`src/rtl/hasher_seq_pkg.sv`:
```
// rtl/hasher_seq_pkg.sv - shared constants, state encoding and rotate helpers for hasher_seq
package hasher_seq_pkg;

    localparam logic [31:0] HASH_SEED = 32'h55555555;

    typedef enum logic [1:0] {
        IDLE = 2'd0,
        RUN  = 2'd1,
        DONE = 2'd2
    } state_t;

    // Doubling the word turns a rotate into a plain shift plus a slice.
    function automatic logic [31:0] rotl32(input logic [31:0] x, input logic [4:0] amt);
        logic [63:0] t;
        t = {x, x} << amt;
        return t[63:32];
    endfunction

    function automatic logic [31:0] rotr32(input logic [31:0] x, input logic [4:0] amt);
        logic [63:0] t;
        t = {x, x} >> amt;
        return t[31:0];
    endfunction

endpackage

```
`src/rtl/hasher_round_dyn.sv`:
```
// rtl/hasher_round_dyn.sv - one absorb round with a runtime round index
module hasher_round_dyn
    import hasher_seq_pkg::*;
#(
    parameter int LEN_W = 4
) (
    input  logic [31:0]      in_state,
    input  logic [7:0]       in_byte,
    input  logic [LEN_W-1:0] round,
    output logic [31:0]      out_state
);

    // Rotation is 1..31, so a round never degenerates into the identity.
    logic [4:0] amt;

    assign amt       = 5'((32'(round) % 32'd31) + 32'd1);
    assign out_state = rotl32(in_state, amt) ^ {4{in_byte}};

endmodule

```
`src/rtl/rotator.sv`:
```
// rtl/rotator.sv - combinational barrel rotator, left or right by a runtime amount
module rotator #(
    parameter int WIDTH = 32
) (
    input  logic [WIDTH-1:0]         data_in,
    input  logic [$clog2(WIDTH)-1:0] amount,
    input  logic                     left,
    output logic [WIDTH-1:0]         data_out
);

    logic [2*WIDTH-1:0] shl;
    logic [2*WIDTH-1:0] shr;

    assign shl      = {data_in, data_in} << amount;
    assign shr      = {data_in, data_in} >> amount;
    assign data_out = left ? shl[2*WIDTH-1:WIDTH] : shr[WIDTH-1:0];

endmodule

```
`src/rtl/hasher_seq.sv`:
```
// rtl/hasher_seq.sv - iterative multi-lane byte hasher with valid/ready on both sides
module hasher_seq
    import hasher_seq_pkg::*;
#(
    parameter  int MAX_BYTES = 8,
    parameter  int NUM_LANES = 2,
    localparam int LEN_W     = $clog2(MAX_BYTES + 1)
) (
    input  logic                   clk,
    input  logic                   reset,
    input  logic                   in_valid,
    output logic                   in_ready,
    input  logic [8*MAX_BYTES-1:0] in_data,
    input  logic [LEN_W-1:0]       in_len,
    output logic                   out_valid,
    input  logic                   out_ready,
    output logic [31:0]            out_hash
);

    localparam int              LANE_W  = (NUM_LANES > 1) ? $clog2(NUM_LANES) : 1;
    localparam logic [LEN_W-1:0] LEN_MAX = LEN_W'(MAX_BYTES);

    state_t                 state;
    state_t                 state_next;
    logic [LEN_W-1:0]       len_q;
    logic [LEN_W-1:0]       count;
    logic [LANE_W-1:0]      lane_sel;
    logic [8*MAX_BYTES-1:0] data_q;
    logic [31:0]            lanes [NUM_LANES];
    logic [31:0]            lane_cur;
    logic [31:0]            round_out;
    logic [31:0]            fold;
    logic [31:0]            final_hash;
    logic [31:0]            hash_q;
    logic [LEN_W-1:0]       len_clamped;

    assign len_clamped = (in_len > LEN_MAX) ? LEN_MAX : in_len;
    assign out_hash    = hash_q;

    always_comb begin
        lane_cur = lanes[0];
        for (int i = 1; i < NUM_LANES; i++) begin
            if (lane_sel == LANE_W'(i)) begin
                lane_cur = lanes[i];
            end
        end
    end

    always_comb begin
        fold = '0;
        for (int i = 0; i < NUM_LANES; i++) begin
            fold = fold ^ lanes[i];
        end
    end

    // data_q shifts down one byte per round, so the current byte is always the low byte.
    hasher_round_dyn #(
        .LEN_W (LEN_W)
    ) u_round (
        .in_state  (lane_cur),
        .in_byte   (data_q[7:0]),
        .round     (count),
        .out_state (round_out)
    );

    // Empty messages rotate right so they do not collapse onto the left-rotate family.
    rotator #(
        .WIDTH (32)
    ) u_final_rot (
        .data_in  (fold),
        .amount   (fold[4:0]),
        .left     (len_q != '0),
        .data_out (final_hash)
    );

    always_comb begin
        state_next = state;
        in_ready   = 1'b0;
        out_valid  = 1'b0;
        case (state)
            IDLE: begin
                in_ready = 1'b1;
                if (in_valid) begin
                    state_next = RUN;
                end
            end
            RUN: begin
                if (count == len_q) begin
                    state_next = DONE;
                end
            end
            DONE: begin
                out_valid = 1'b1;
                if (out_ready) begin
                    state_next = IDLE;
                end
            end
            default: state_next = IDLE;
        endcase
    end

    always_ff @(posedge clk) begin
        if (reset) begin
            state    <= IDLE;
            len_q    <= '0;
            count    <= '0;
            lane_sel <= '0;
            data_q   <= '0;
            hash_q   <= '0;
            for (int i = 0; i < NUM_LANES; i++) begin
                lanes[i] <= rotl32(HASH_SEED, 5'(i % 32));
            end
        end else begin
            state <= state_next;
            case (state)
                IDLE: begin
                    if (in_valid) begin
                        data_q   <= in_data;
                        len_q    <= len_clamped;
                        count    <= '0;
                        lane_sel <= '0;
                        for (int i = 0; i < NUM_LANES; i++) begin
                            lanes[i] <= rotl32(HASH_SEED, 5'(i % 32));
                        end
                    end
                end
                RUN: begin
                    if (count != len_q) begin
                        for (int i = 0; i < NUM_LANES; i++) begin
                            if (lane_sel == LANE_W'(i)) begin
                                lanes[i] <= round_out;
                            end
                        end
                        count  <= count + LEN_W'(1);
                        data_q <= data_q >> 8;
                        if (lane_sel == LANE_W'(NUM_LANES - 1)) begin
                            lane_sel <= '0;
                        end else begin
                            lane_sel <= lane_sel + LANE_W'(1);
                        end
                    end else begin
                        hash_q <= final_hash;
                    end
                end
                default: ;
            endcase
        end
    end

endmodule

```
`config.mk`:
```
export PLATFORM = sky130hd
export DESIGN_NAME = hasher_seq
export DESIGN_NICKNAME = d
export VERILOG_FILES = /design/src/rtl/hasher_seq_pkg.sv /design/src/rtl/hasher_round_dyn.sv /design/src/rtl/rotator.sv /design/src/rtl/hasher_seq.sv
export SDC_FILE = /design/constraint.sdc
export NUM_CORES = 1
export LEC_CHECK = 0
export CAP_MARGIN = 25
export CELL_PAD_IN_SITES_DETAIL_PLACEMENT = 0
export CELL_PAD_IN_SITES_GLOBAL_PLACEMENT = 1
export CORE_UTILIZATION = 43
export CTS_BUF_LIST = sky130_fd_sc_hd__clkbuf_4 sky130_fd_sc_hd__clkbuf_8
export DETAILED_ROUTE_END_ITERATION = 10
export GPL_TIMING_DRIVEN = 1
export PLACE_DENSITY_LB_ADDON = 0.1
export SLEW_MARGIN = 10
export SYNTH_ARGS = -nofsm -noshare
export SYNTH_HDL_FRONTEND = slang
export SYNTH_SLANG_ARGS = --single-unit
```
`constraint.sdc`:
```
create_clock -name clk -period 3.75 [get_ports clk]
set_input_delay 0.5625 -clock clk [delete_from_list [all_inputs] [get_ports clk]]
set_output_delay 0.5625 -clock clk [all_outputs]
set_load 0.01 [all_outputs]
```
Word level (Yosys, flattened, before mapping)
Memories as Yosys holds them, arrays and structs flattened.
Cells that the tools add are included.
W data, S select, Z words.
Storage, ports and cells
  output and inout bits: 34
  word-level logic and storage cells: 76
  memory bits (read-only): 0
  memories kept: 1
  memory bits (writable): 64
  latch bits: 0
  register bits after elaboration: 107
  bits of input ports: 72
Operators by class
  order comparisons: 1
  equality and inequality tests: 8
  divide/modulo/power cells: 1
  bitwise operators: 7
  reduce and logical (&&, ||, !) cells: 7
  add/sub/neg operators: 3
  $mul: 0
  muxes and demuxes: 39
  shift operators: 3
Memories
  lanes: depth 2, bits a word 32, read ports 2, clocked after Yosys merged registers in 0, wr ports 2, RTL line hasher_seq.sv:29  | logic [31:0] lanes [NUM_LANES];
Operator list (number)
  $mux W32: 6
  $mux W64: 2
  $pmux W64 S2: 1
  $shl A64 B5 Y64: 2
  $shr A64 B5 Y32: 1
  $xor A32 B32 Y32: 2
  $mod A4 B5 Y32 const B: 1
  $mux W1: 21
  $mux W4: 3
  $ne A2 B2 Y1 const B: 4
  $pmux W4 S2: 1
  $mux W2: 3
  $pmux W2 S3: 1
  $reduce_and A3 Y1: 2
  $add A5 B1 Y5 const B: 1
  $add A4 B1 Y4 const B: 1
  $eq A4 B4 Y1: 1
  $gt A4 B4 Y1 const B: 1
  $ne A4 B4 Y1: 1
  $or A1 B1 Y1: 4
  $reduce_and A2 Y1: 2
  $reduce_bool A4 Y1: 1
  $eq A2 B1 Y1 const B: 1
  $eq A2 B2 Y1 const B: 1
  other kinds (5): 5

Logic depth before layout (Yosys ltp)
Gate-level depths: netlist of run 1.
  depth in word-level cells: 6
  gate-level depth with buffers: 10

Cells and area by module
Synthesis of run 1 repeated with hierarchy kept, for this count alone.
Unflattened totals
  cells, all modules: 1555
  area total of the unflattened synthesis: 14625.3 um^2
By module, submodules not included
  hasher_seq: seq. area each 4063.9 um^2, area each 7649.8 um^2, cells each 712, times used 1
  rotator: seq. area each 0.0 um^2, area each 3947.5 um^2, cells each 505, times used 1
  hasher_round_dyn: seq. area each 0.0 um^2, area each 3027.9 um^2, cells each 338, times used 1

Least setup slack after synthesis of run 1
OpenSTA, ideal clock, no wires.
  kind: register to register
  from: reg count[0]
  to: mem lanes[0][0] (enable)
  buffers on the path: 2
  clock period less this slack: 3.877 ns
  library setup time: 0.466 ns
  arrival time: 3.412 ns
  cell stages (with the launch flop): 7
  path slack: -0.127 ns
  path through: dfxtp_1 buf_4 xor2_1 nor4_1 nand2b_1 clkbuf_1 o21ai_0
RTL lines
  start, declared: RTL line hasher_seq.sv:26  | logic [LEN_W-1:0] count;
  start signal, assigned: RTL line hasher_seq.sv:134  | count <= count + LEN_W'(1);
  end, declared: RTL line hasher_seq.sv:29

==> run_results.csv, run 1 <==
group,metric,value,unit
status,run_status,"completed",
power_and_ir_drop,cell_internal_pwr,3.91,mW
finish,diodes,0,
worst_setup_path,critPathKind,"reg -> reg",
clock_network,post-cts-setup-buffers,0,
routing,drtPass1Iterations,5,
yosys,post-synth-top-area-fraction,15.6,%
yosys,synth.area.top_cells,"sky130_fd_sc_hd__dfxtp_1, sky130_fd_sc_hd__edfxtp_1, sky130_fd_sc_hd__mux4_2",
worst_setup_path,critical-path-slowest-cell,"sky130_fd_sc_hd__dfxtp_1",
finish,nets,1606,
sta,slew_headroom,36.7,%
routing,detail-route-antenna-nets,0,
worst_setup_path,critical_path.endpoint,"lanes[0][17]$_SDFFCE_PN0P_",
power_and_ir_drop,power_frac_comb,39.9,%
worst_setup_path,critPathArrivalTime,3.52,ns
worst_setup_path,critical_path_depth,7,
yosys,post_synth_most_frequent_cells,"sky130_fd_sc_hd__nand2_1, sky130_fd_sc_hd__nor2_1, sky130_fd_sc_hd__mux2i_1",
clock_network,tritoncts.num_buffers,17,
job,cap_viol_max_count,0,
power_and_ir_drop,ir_worst_vdd,252,uV
worst_setup_path,max_stage_delay,0.80,ns
yosys,synthFlopType,"sky130_fd_sc_hd__dfxtp_1",
routing,route.vias.total,12424,
clock_network,clk_transition_reported_paths,0.11,ns
sta,timing.final.max_slew_violations,0,
yosys,synth_enable_flop_cells,64,
worst_setup_path,cp_cell_sequence,"buf_4, mux4_2, mux2_2, o21ai_0, mux2_2, o22ai_1, mux2_2",
clock_network,cts_repair_resize_count,0,
worst_setup_path,worst_ep_required_time,4.00,ns
sta,final_hold_viol_count,0,
worst_setup_path,regToRegSetupSlack,0.48,ns
yosys,ys.warnings.count,0,
clock_network,cts-htree-levels,4,
finish,areaGrowthSynthToFinish,13.9,%
yosys,synthesis.area_per_instance,9.19,um2
placed_design,io_buffers,105,
grt,overflow,0,
clock_network,cts_num_sinks,171,
yosys,register_area_share_after_synthesis,29.7,%
finish,drive_gt1_share,17.2,%
routing,route.detailed.vias_per_inst,6.40,
routing,detail_route.drc_violations,0,
worst_setup_path,critPathBufInv,1,
sta,layout_setup_ws,0.478,ns
placed_design,dp_hpwl,33.9,mm
power_and_ir_drop,sequentialPowerShare,36.6,%
finish,utilization,50.4,%
floorplanning,fp.dieArea,32600,um2
yosys,yosys_register_bits,171,
worst_setup_path,worstReg2RegStart,"lane_sel$_SDFFE_PP0P_",
worst_setup_path,r2r.worst_path.cells,7,
finish,multiInputGateArea,9040,um2
yosys,synth.lib_cells_used.distinct,78,
grt,initial_antenna_violation_count,0,
clock_network,cts_root_buffer,"sky130_fd_sc_hd__clkbuf_8",
sta,rsz0062_at_grt,"false",
worst_setup_path,reg2reg_capture_point,"lanes[0][17]$_SDFFCE_PN0P_",
sta,worst_pin_slew,0.949,ns
power_and_ir_drop,pwr-share-clk,23.4,%
power_and_ir_drop,p_sw_share,38.7,%
grt,global_route.usage.total,28.1,%
clock_network,postCtsHoldBufs,0,
routing,drt_iter0_drc,1206,
yosys,netlist_area,13700,um2
placed_design,gpl.final_weighted_congestion,0.960,
clock_network,clock_insertion_delay_worst_skew,0.52,ns
routing,drt_wl_total,45.8,mm
sta,min_period_over_period,87.2,%
worst_hold_path,hold_path_class,"reg -> reg",
power_and_ir_drop,power.density,409,nW/um2
finish,num-fill-cells,2954,
placed_design,place_ws,0.617,ns
yosys,synthDominantAreaCellType,"sky130_fd_sc_hd__dfxtp_1",
worst_hold_path,timing.hold.worst_path_depth,2,
grt,wire_length_of_the_first_global_routing_pass,70.4,mm
sta,finalCriticalPeriod,3.27,ns
yosys,post-synth-top-count-cell,"sky130_fd_sc_hd__nand2_1",
worst_setup_path,worstSetupEndpointType,"flop",
sta,fin_skew,0.0296,ns
floorplanning,design.core.area,31000,um2
floorplanning,die_span_y,181,um
yosys,synth_nets,1564,
worst_setup_path,cp_common_cell,"sky130_fd_sc_hd__mux2_2",
worst_setup_path,critical_path_peak_fanout,14,
clock_network,tritoncts,"built",
sta,clock.fmax,306,MHz
power_and_ir_drop,leakage,5.64,nW
floorplanning,starting_density_of_the_core,44.2,%
worst_setup_path,setup.worst_path.start,"lane_sel$_SDFFE_PP0P_",
power_and_ir_drop,p_switching,2.47,mW
worst_setup_path,startpoint_class_of_the_critical_path,"flop",
yosys,async_flop_share,0,%
clock_network,clock_path_buffers,2,
finish,register_area,4070,um2
floorplanning,rows,64,
grt,first_global_vias,11872,
floorplanning,die_x,181,um
worst_setup_path,critPathTopFamily,"multiplexers",
sta,report.final.setup_viol,0,
grt,maximum_number_of_pins_on_one_net_before_global_route_repair,78,
yosys,postSynthCellCount,1491,
floorplanning,boundaryPins,106,
sta,tns,0,ns
routing,post_drt_wl_per_cell,23.6,um
cells by family after synthesis:
kind of cell             synth area share (%)
AO/OA/AOI/OAI                            18.3
XOR/XNOR                                 4.60
adder cells (fa/ha/maj)                0.0913
AND/OR/NAND/NOR                          14.6
buffers and inverters                    5.32
flip-flops                               29.7
multiplexers                             27.4
placed cells by master (no fill, tap or decap), types with 47 or more instances in the layout:
cell	count
sky130_fd_sc_hd__a311oi_1	59
sky130_fd_sc_hd__buf_4	52
sky130_fd_sc_hd__clkdlybuf4s50_1	104
sky130_fd_sc_hd__dfxtp_1	106
sky130_fd_sc_hd__edfxtp_1	64
sky130_fd_sc_hd__mux2_2	78
sky130_fd_sc_hd__mux2i_1	110
sky130_fd_sc_hd__mux4_2	56
sky130_fd_sc_hd__nand2_1	247
sky130_fd_sc_hd__nand3_1	47
sky130_fd_sc_hd__nor2_1	131
sky130_fd_sc_hd__o21ai_0	73
sky130_fd_sc_hd__o22ai_1	81
through the flow:
stage	power [mW]	hold slack (ns)	cell area, um2	std cells
after CTS	6.38	0.476	15600	1942
after detailed placement	4.89	0.465	15200	1910
final	6.38	0.477	15600	1942
after global routing	6.68	0.497	15600	1942
after global placement	4.87	0.457	15200	1910
after floorplan	4.05	0.448	13700	1491
registers in the layout (all words and copies together), names as in the netlist:
name	count
count	4
lane_sel	1
data_q	64
state	2
out_hash	32
lanes	64
len_q	4
final cells by class:
| type | instances | area share (%) |
|---|---|---|
| Timing Repair Buffer | 163 | 9.97 |
| Sequential cell | 171 | 26.0 |
| Clock inverter | 11 | 0.986 |
| Clock buffer | 21 | 1.77 |
| Tap cell | 396 | 3.17 |
| Inverter | 4 | 0.0962 |
| Multi-Input combinational cell | 1176 | 57.9 |
worst min-delay path, cell delays in order, from the launching register on:
cell                       delay [ns]
sky130_fd_sc_hd__dfxtp_1         0.32
sky130_fd_sc_hd__nand2_1         0.05
sky130_fd_sc_hd__a311oi_1        0.07
how the worst min path moves through the flow:
stage	start	to
3_3_place_gp	data_q[56]$_SDFFE_PP0P_	data_q[56]$_SDFFE_PP0P_
5_1_grt	data_q[10]$_SDFFE_PP0P_	data_q[2]$_SDFFE_PP0P_
2_1_floorplan	data_q[56]$_SDFFE_PP0P_	data_q[56]$_SDFFE_PP0P_
3_5_place_dp	data_q[62]$_SDFFE_PP0P_	data_q[62]$_SDFFE_PP0P_
4_1_cts	data_q[10]$_SDFFE_PP0P_	data_q[2]$_SDFFE_PP0P_
6_report	data_q[10]$_SDFFE_PP0P_	data_q[2]$_SDFFE_PP0P_
power groups by stage:
stage	combinational (mW)	clock, mW	sequential, mW
2_1_floorplan	1.78	0	2.27
3_3_place_gp	2.49	0	2.37
3_5_place_dp	2.51	0	2.37
4_1_cts	2.52	1.52	2.33
5_1_grt	2.74	1.59	2.36
6_report	2.55	1.49	2.34
metal layers:
layer  wire [um]  track usage, %
met3        2910            5.11
met5           0               0
met2       21400            44.9
met4        1910            13.0
met1       19500            37.0
(Power assumes the default switching activity.)
==> run 2, diff against run 1 <==
- SKIP_CTS_REPAIR_TIMING: unset -> 1
==> results of run 2 <==
No change in the layout: final DEF, timing and power equal those of run 1.
